File: src/rtl/data_path_pkg.sv
// Shared widths, A-input select codes and opcode values for the accumulator datapath.
// Latency: n/a (constants only).
// Backpressure: n/a.
package data_path_pkg;

  localparam int DW = 8;
  localparam int AW = 5;

  // A-input mux select codes
  localparam logic [1:0] ASEL_ADD  = 2'b00;
  localparam logic [1:0] ASEL_IN   = 2'b01;
  localparam logic [1:0] ASEL_RAM  = 2'b10;
  localparam logic [1:0] ASEL_ZERO = 2'b11;

  // Opcodes carried in IR[7:5]
  localparam logic [2:0] OP_LOAD  = 3'b000;
  localparam logic [2:0] OP_STORE = 3'b001;
  localparam logic [2:0] OP_ADD   = 3'b010;
  localparam logic [2:0] OP_SUB   = 3'b011;
  localparam logic [2:0] OP_INPUT = 3'b100;
  localparam logic [2:0] OP_JZ    = 3'b101;
  localparam logic [2:0] OP_JPOS  = 3'b110;
  localparam logic [2:0] OP_HALT  = 3'b111;

endpackage

File: src/rtl/ram_32x8.sv
// Program/data RAM: synchronous write, asynchronous read, contents not reset.
// Latency: read is combinational; a write shows up on rd_dat after the writing edge.
// Backpressure: none; a write is accepted on every edge where wr_vld is high.
module ram_32x8
  import data_path_pkg::*;
(
  input  logic          clk,
  input  logic          wr_vld,
  input  logic [AW-1:0] addr,
  input  logic [DW-1:0] wr_dat,
  output logic [DW-1:0] rd_dat
);

  logic [DW-1:0] mem [2**AW];

  // Write port: store wr_dat at addr on the rising edge
  always_ff @(posedge clk) begin
    if (wr_vld) begin
      mem[addr] <= wr_dat;
    end
  end

  assign rd_dat = mem[addr];

endmodule

File: src/rtl/data_path.sv
// Accumulator datapath: IR, PC, A, 32x8 RAM, address/PC/A-input muxes and add/sub unit.
// Latency: each register updates one edge after its strobe; all outputs are combinational.
// Backpressure: none; every strobe from the control FSM is honoured on the next edge.
module data_path
  import data_path_pkg::*;
(
  input  logic          clk,
  input  logic          clear,
  input  logic          IRload,
  input  logic          JMPmux,
  input  logic          PCload,
  input  logic          Meminst,
  input  logic          MemWr,
  input  logic [1:0]    Asel,
  input  logic          Aload,
  input  logic          Sub,
  input  logic [DW-1:0] in,
  output logic [DW-1:0] out,
  output logic [2:0]    IR75,
  output logic          Aeq0,
  output logic          Apos,
  output logic [AW-1:0] MeminstOut,
  output logic [DW-1:0] regAOut,
  output logic [DW-1:0] RAMout,
  output logic [AW-1:0] IR40
);

  logic [DW-1:0] ir_q, ir_d;
  logic [AW-1:0] pc_q, pc_d;
  logic [DW-1:0] a_q,  a_d;
  logic [DW-1:0] ram_rd_dat;
  logic [DW-1:0] alu_res;
  logic [DW-1:0] a_mux;
  logic [AW-1:0] mem_addr;

  assign mem_addr = Meminst ? ir_q[AW-1:0] : pc_q;

  // Writes are gated by clear so an asynchronous reset also blocks a same-cycle store
  ram_32x8 u_ram (
    .clk    (clk),
    .wr_vld (MemWr & clear),
    .addr   (mem_addr),
    .wr_dat (a_q),
    .rd_dat (ram_rd_dat)
  );

  // Adder/subtractor and A-input select
  always_comb begin
    alu_res = Sub ? (a_q - ram_rd_dat) : (a_q + ram_rd_dat);
    a_mux   = '0;
    unique case (Asel)
      ASEL_ADD:  a_mux = alu_res;
      ASEL_IN:   a_mux = in;
      ASEL_RAM:  a_mux = ram_rd_dat;
      ASEL_ZERO: a_mux = '0;
      default:   a_mux = '0;
    endcase
  end

  // Next-state for IR, PC and A; each holds unless its load strobe is set
  always_comb begin
    ir_d = ir_q;
    pc_d = pc_q;
    a_d  = a_q;
    if (IRload) ir_d = ram_rd_dat;
    if (PCload) pc_d = JMPmux ? ir_q[AW-1:0] : pc_q + AW'(1);
    if (Aload)  a_d  = a_mux;
  end

  // Register bank with asynchronous active-low clear
  always_ff @(posedge clk or negedge clear) begin
    if (!clear) begin
      ir_q <= '0;
      pc_q <= '0;
      a_q  <= '0;
    end else begin
      ir_q <= ir_d;
      pc_q <= pc_d;
      a_q  <= a_d;
    end
  end

  assign out        = a_q;
  assign regAOut    = a_q;
  assign Aeq0       = (a_q == '0);
  assign Apos       = ~a_q[DW-1];
  assign IR75       = ir_q[DW-1:DW-3];
  assign IR40       = ir_q[AW-1:0];
  assign MeminstOut = mem_addr;
  assign RAMout     = ram_rd_dat;

endmodule

File: config.mk
export PLATFORM = sky130hd
export DESIGN_NAME = data_path
export DESIGN_NICKNAME = d
export VERILOG_FILES = /design/src/rtl/data_path_pkg.sv /design/src/rtl/ram_32x8.sv /design/src/rtl/data_path.sv
export SDC_FILE = /design/constraint.sdc
export NUM_CORES = 1
export LEC_CHECK = 0
export BUFFER_PORTS_ARGS = -buffer_cell sky130_fd_sc_hd__buf_2
export CORE_UTILIZATION = 60
export DETAILED_ROUTE_END_ITERATION = 10
export PLACE_DENSITY = 0.77
export SETUP_SLACK_MARGIN = 0.2
export SLEW_MARGIN = 5
export SYNTH_ARGS = -nofsm -noshare
export SYNTH_HDL_FRONTEND = slang
export SYNTH_HIERARCHICAL = 1
export SYNTH_SLANG_ARGS = --single-unit
export TNS_END_PERCENT = 5
File: constraint.sdc
create_clock -name clk -period 4.3 [get_ports clk]
set_input_delay 0 -clock clk [delete_from_list [all_inputs] [get_ports clk]]
set_output_delay 0 -clock clk [all_outputs]
set_load 0.01 [all_outputs]
==> flow_metrics.py, run 1 <==
metrics = {
    "run_status": {
        "status": "complete, no violations",
    },
    "setup_path": {
        "end_kind": "flip-flop",
        "crit_path_max_fanout": 15,
        "reg2reg_depth": 18,
        "arrival_ns": 4.57,
        "worstSetupStartpointType": "flip-flop",
        "crit_type": "reg -> reg",
        "cp.required_ns": 4.76,
    },
    "synthesis": {
        "synth_cell_types": 53,
        "synth_common_cells": "256 x edfxtp_1, 130 x mux2i_1, 66 x o22ai_1",
        "synth_area_per_cell_um2": 15.4,
        "ys_ff_latch": 277,
        "syn_area_um2": 11700,
        "synth_edf_count": 256,
        "yosys.area.top_type_share": 0.657,
        "synth.yosys.warnings": 6,
        "async_flop_share": 0.0758,
        "ys_seq_area_frac": 0.702,
        "synth_top_flop_cell": "edfxtp_1",
        "synth_top_area_cell": "edfxtp_1",
        "synth_area_leaders": "edfxtp_1 66%, mux2i_1 11%, dfrtp_1 4.5%",
        "synthCells": 758,
        "yosysMostFrequentCell": "edfxtp_1",
        "syn_nets": 787,
    },
    "sta": {
        "finalCritPeriodShare": 0.957,
        "worst_slack_ns": 0.187,
        "setup_tns_ns": 0,
        "tightest_slew_ns": 1.04,
        "period_needed_ns": 4.11,
        "hold_viol": 0,
        "setup_viol": 0,
        "fin_hold_ws_ns": 0.0613,
        "drv_slew": 0,
        "rsz0062_at_grt": "true",
        "clock_skew_ns": 0.0146,
        "slew_headroom": 0.302,
        "fmax_mhz": 243,
    },
    "power": {
        "p_comb_frac": 0.447,
        "seqPwrFrac": 0.342,
        "internal_power_uw": 6790,
        "switchingPower_uw": 3840,
        "swShare": 0.361,
        "power_uw": 10600,
        "ir_drop_uv": 908,
        "p_per_area_nw_per_um2": 770,
        "p_clk_frac": 0.211,
        "p_leak_uw": 0.00505,
    },
    "floorplan": {
        "fp.dieH_um": 142,
        "dieArea_um2": 20100,
        "core_area_um2": 18900,
        "start_util": 0.619,
        "die_width_um": 142,
        "num_io_pins": 58,
        "rows": 50,
    },
    "grt": {
        "gr-total-overflow": 0,
        "grt_antenna_before_repair": 0,
        "grt_pass1_wl_mm": 41.7,
        "grt.total_usage": 0.283,
        "grt_start_max_net_pins": 39,
        "grt_pass1_vias": 6947,
    },
    "clock_network": {
        "clk_latency_ns": 0.53,
        "clock-sinks": 277,
        "cts_buffers": 27,
        "root_buffer": "clkbuf_16",
        "cts_tree": "done",
        "htreeDepth": 1,
        "clk_pin_slew_ns": 0.06,
        "clockBufferDepth": 3,
    },
    "hold_path": {
        "hold_class": "in -> reg",
        "hold_depth": 4,
    },
    "placed_design": {
        "gp_congestion": 0.870,
        "post-place-ws_ns": 0.0412,
        "io_buffers": 57,
        "hpwl_mm": 17.2,
    },
    "cells_and_area": {
        "diodes": 0,
        "final_layout_size_suffix_gt1_frac": 0.232,
        "fin_nets": 902,
        "fin_util": 0.731,
        "area_growth_pct": 17.9,
        "nFillCells": 1175,
    },
    "run": {
        "maxCapViolCount": 0,
    },
    "route": {
        "ant_nets": 0,
        "vias": 7388,
        "drt-initial-drc-count": 903,
        "viasPerCell": 6.40,
        "drt_pre_antenna_iters": 7,
        "post-route-drc-count": 0,
        "wl_per_cell_um": 24.4,
        "routed_wl_mm": 28.1,
    },
}
## worst max-delay path: stages, from the launching register on
cell      delay [ns]
dfrtp_2         0.44
mux2_8          0.36
buf_12          0.14
buf_12          0.15
mux2i_1         0.21
o22ai_1         0.17
nor4_2          0.29
buf_4           0.17
nand2_1         0.12
buf_4           0.19
nor3b_4         0.20
nor2_1          0.08
xnor2_1         0.13
ha_1            0.34
o21a_1          0.12
o31a_1          0.12
or4b_1          0.49
a21boi_2        0.15
o22a_2          0.16
## registers in the layout, summed over array words and instances, names as in the netlist
name       count
ir_q           8
out            8
pc_q           5
u_ram/mem    256
## cells by family (layout without fill, tap and decap cells)
kind of cell / Yosys count / in the layout / share of synthesized area
DFF: 277 / 277 / 0.702
muxes: 144 / 147 / 0.125
and+or+nand+nor: 144 / 144 / 0.0681
AOI/OAI and AO/OA: 115 / 115 / 0.0613
buffers and inverters: 60 / 193 / 0.0268
adders and majority gates: 10 / 10 / 0.0113
xor gates and xnor gates: 8 / 8 / 0.00599
## cells in the final DEF (no fill, tap or decap), drive strengths merged, types with 2 or more instances in the layout
cell type and count:
nor4 16, nor3b 2, xnor2 7, o22ai 67
nand2 22, nand3 5, a22o 2, bufinv 2
inv 11, or3 2, nor3 6, or4 3
a211oi 3, and2b 2, o21ai 15, clkinv 11
nor2 50, nand3b 5, dlygate4sd3 19, nand2b 4
o211ai 2, dfrtp 21, nor2b 6, a31oi 4
nand4bb 5, nand4b 4, or4b 5, or3b 3
mux2i 130, ha 9, a21oi 15, clkbuf 36
buf 114, edfxtp 256, mux2 17
## worst paths after layout
path,from,to,slack (ns)
hold reg to reg,ir_q[6],ir_q[6],0.52
setup / recovery,ir_q[1],out[6],0.19
min in group asynchronous,clear,ir_q[2],0.79
setup reg to reg,ir_q[1],out[6],0.19
max in group asynchronous,clear,ir_q[1],2.80
hold / removal,Asel[0],out[3],0.06
## power groups by stage
stage                     clock (uW)  sequential [uW]  combinational (uW)
after floorplan                    0             3820                2570
after global placement             0             3650                4110
after detailed placement           0             3670                4230
after global routing            2370             3650                5040
after CTS                       2270             3630                4420
final                           2250             3630                4750
## stage by stage
step	cell area, um2	cells
floorplan	11700	758
global placement	12400	1066
detailed placement	12400	1066
CTS	13600	1140
global route	13800	1154
finish	13800	1154
## metal layers
layer  wire, um  share of wire  global-route usage  vias up
met2      13300           0.47               0.445      409
met1      11700           0.41               0.412     3721
li1           -              -                   -     3204
met4        727          0.026              0.0798        0
met3       2470          0.088              0.0469       54
met5          0              0                   0        -
## area by class of cell
cell class                      instances  area, um2  area share
Tap cell                              260        325      0.0236
Clock buffer                           36        719      0.0521
Inverter                               10       37.5     0.00272
Multi-Input combinational cell        424       3370       0.244
Clock inverter                         14        124     0.00897
Timing Repair Buffer                  133       1010      0.0729
Sequential cell                       277       8220       0.595
## what timing repair did
| item | CTS | global route |
|---|---|---|
| cloned | 1 | 2 |
| pin swaps | 3 | 11 |
| hold buffers | 19 | 0 |
| gates resized for setup | 16 | 22 |
| hold endpoints to repair | 42 | 0 |
| endpoints found under the setup margin | 2 | 4 |
| buffers inserted | 4 | 12 |
Note: power is estimated with default switching activity, not from simulation.
==> run 2: changes to the inputs <==
PLACE_DENSITY = 0.78   (was 0.77)
RECOVER_POWER = 25   (was not set)
==> run 2 against run 1 <==
The flow now finishes with violations (max-capacitance violations, max-slew violations). Sequential power about the same. Clock power up 8%. Cell area up 2.9%. Register-to-register slack worse by 0.02 ns. Non-clock buffer count up 7. Combinational power up 9.5%. Critical endpoint unchanged. Highest routed layer unchanged.
==> flow_metrics.py, run 2 (synthesized netlist as in run 1, its figures left out) <==
metrics = {
    "grt": {
        "grt.total_usage": 0.284,
        "grt_pass1_vias": 7236,
        "gr-total-overflow": 0,
        "grt_antenna_before_repair": 0,
        "grt_pass1_wl_mm": 42.1,
        "grt_start_max_net_pins": 38,
    },
    "sta": {
        "setup_tns_ns": 0,
        "setup_viol": 0,
        "fmax_mhz": 242,
        "clock_skew_ns": 0.0114,
        "period_needed_ns": 4.13,
        "drv_slew": 224,
        "tightest_slew_ns": 1.87,
        "finalCritPeriodShare": 0.961,
        "hold_viol": 0,
        "slew_headroom": -0.247,
        "rsz0062_at_grt": "false",
    },
    "route": {
        "vias": 7646,
        "drt-initial-drc-count": 870,
        "drt_pre_antenna_iters": 6,
        "wl_per_cell_um": 26.4,
        "viasPerCell": 6.58,
        "ant_nets": 0,
        "post-route-drc-count": 0,
        "wl_met3_mm": 2.69,
        "met2_length_mm": 15.3,
        "wl_met1_mm": 11.2,
        "routed_wl_mm": 30.7,
        "top_layer_used": "met4",
    },
    "power": {
        "p_leak_uw": 0.00514,
        "seqPwrFrac": 0.323,
        "p_comb_frac": 0.461,
        "swShare": 0.366,
        "p_clk_frac": 0.216,
        "internal_power_uw": 7150,
        "switchingPower_uw": 4120,
        "p_per_area_nw_per_um2": 793,
        "ir_drop_uv": 852,
    },
    "setup_path": {
        "crit_family": "simple AND/OR/NAND/NOR gates",
        "critical_path_buf_inv_count": 3,
        "worstSetupStartpointType": "flip-flop",
        "critPathMaxStageDelay_ns": 0.53,
        "crit_type": "reg -> reg",
        "end_kind": "flip-flop",
        "slowest_stage": "or4b_1",
        "crit_chain": "mux2_4 > buf_12 > clkbuf_16 > mux2i_1 > o22ai_1 > nor4_1 > nand2_2 > buf_4 > nor3b_4 > nor2_2 > xnor2_1 > ha_1 > o21a_1 > o31a_1 > or4b_1 > a21boi_1 > o22a_2",
        "crit_path_max_fanout": 16,
        "arrival_ns": 4.60,
        "cp.required_ns": 4.77,
    },
    "placed_design": {
        "gp_congestion": 0.945,
        "place_area_um2": 12300,
        "io_buffers": 57,
        "hpwl_mm": 17.0,
    },
    "cells_and_area": {
        "largest_reg_flops": 256,
        "final_area_um2": 14200,
        "final_cell_mix": "256 x edfxtp_1, 118 x mux2i_1, 57 x buf_2",
        "top_register": "u_ram/mem",
        "final_layout_size_suffix_gt1_frac": 0.266,
        "diodes": 0,
        "fin_nets": 912,
        "layout_commonest_cell": "edfxtp_1",
        "area_growth_pct": 21.4,
        "nFillCells": 1087,
    },
    "clock_network": {
        "clk_pin_slew_ns": 0.06,
        "root_buffer": "clkbuf_16",
        "cts_tree": "done",
        "cts_buffers": 28,
        "clk_latency_ns": 0.54,
        "clockBufferDepth": 3,
        "htreeDepth": 1,
        "clock-sinks": 277,
    },
    "run_status": {
        "status": "finished, violations left",
        "violations": "max-capacitance violations, max-slew violations",
    },
    "run": {
        "maxCapViolCount": 6,
    },
    "floorplan": {
        "num_io_pins": 58,
        "start_util": 0.619,
        "rows": 50,
        "fp.dieH_um": 142,
        "dieArea_um2": 20100,
        "core_area_um2": 18900,
        "die_width_um": 142,
    },
    "hold_path": {
        "hold_class": "in -> reg",
    },
}
## run 2: per-stage QoR
step | power [uW] | setup slack, ns | cells | hold slack [ns] | utilization
final | 11300 | 0.167 | 1162 | 0.0512 | 0.752
after global routing | 11700 | 0.0390 | 1162 | 0.110 | 0.752
after CTS | 10400 | 0.216 | 1130 | 0.0159 | 0.717
after detailed placement | 7850 | 0.0423 | 1061 | -0.00636 | 0.654
after global placement | 7690 | 0.230 | 1061 | -0.0160 | 0.654
after floorplan | 6400 | 0.344 | 758 | -0.296 | -
## run 2: layer usage
layer,track usage,vias up
met5,0,-
met4,0.0900,0
met3,0.0459,125
met2,0.487,539
met1,0.373,3759
li1,-,3223
## run 2: final timing paths
path                               from       to  slack (ns)  cells past startpoint
worst max-delay path            ir_q[1]   out[6]        0.17                     17
worst min-delay path              in[7]   out[7]        0.05                      5
worst max register to register  ir_q[1]   out[6]        0.17                     17
worst min register to register  ir_q[7]  ir_q[7]        0.51                      1
max in group asynchronous         clear  pc_q[1]        2.80                      3
min in group asynchronous         clear  ir_q[0]        0.79                      3
## run 2: power groups by stage
stage | registers [uW] | clock network (uW) | logic (uW)
after global placement | 3620 | 0 | 4070
after floorplan | 3820 | 0 | 2570
after global routing | 3650 | 2550 | 5460
after CTS | 3590 | 2430 | 4390
final | 3640 | 2430 | 5200
after detailed placement | 3630 | 0 | 4220
## run 2: worst reg2reg max path, stage by stage, from the launching register on
cell and delay (ns):
dfrtp_2 0.48, mux2_4 0.35, buf_12 0.17, clkbuf_16 0.20
mux2i_1 0.22, o22ai_1 0.12, nor4_1 0.40, nand2_2 0.13
buf_4 0.18, nor3b_4 0.22, nor2_2 0.06, xnor2_1 0.13
ha_1 0.35, o21a_1 0.12, o31a_1 0.11, or4b_1 0.53
a21boi_1 0.17, o22a_2 0.15
## run 2: cell type report
cell class / count / area, um2 / area share
multi-input combinational: 426 / 3630 / 0.256
inverter: 10 / 37.5 / 0.00264
timing repair buffer: 140 / 1070 / 0.0752
tap: 260 / 325 / 0.0229
sequential: 277 / 8220 / 0.578
clock inverter: 17 / 188 / 0.0132
clock buffer: 32 / 737 / 0.0519
## run 2: repair_timing
action	CTS	global route
setup buffers	3	26
pin swaps	2	21
setup endpoints to repair	4	4
hold buffers	15	0
gates resized for setup	15	67
hold endpoints to repair	42	0
gates cloned	2	6
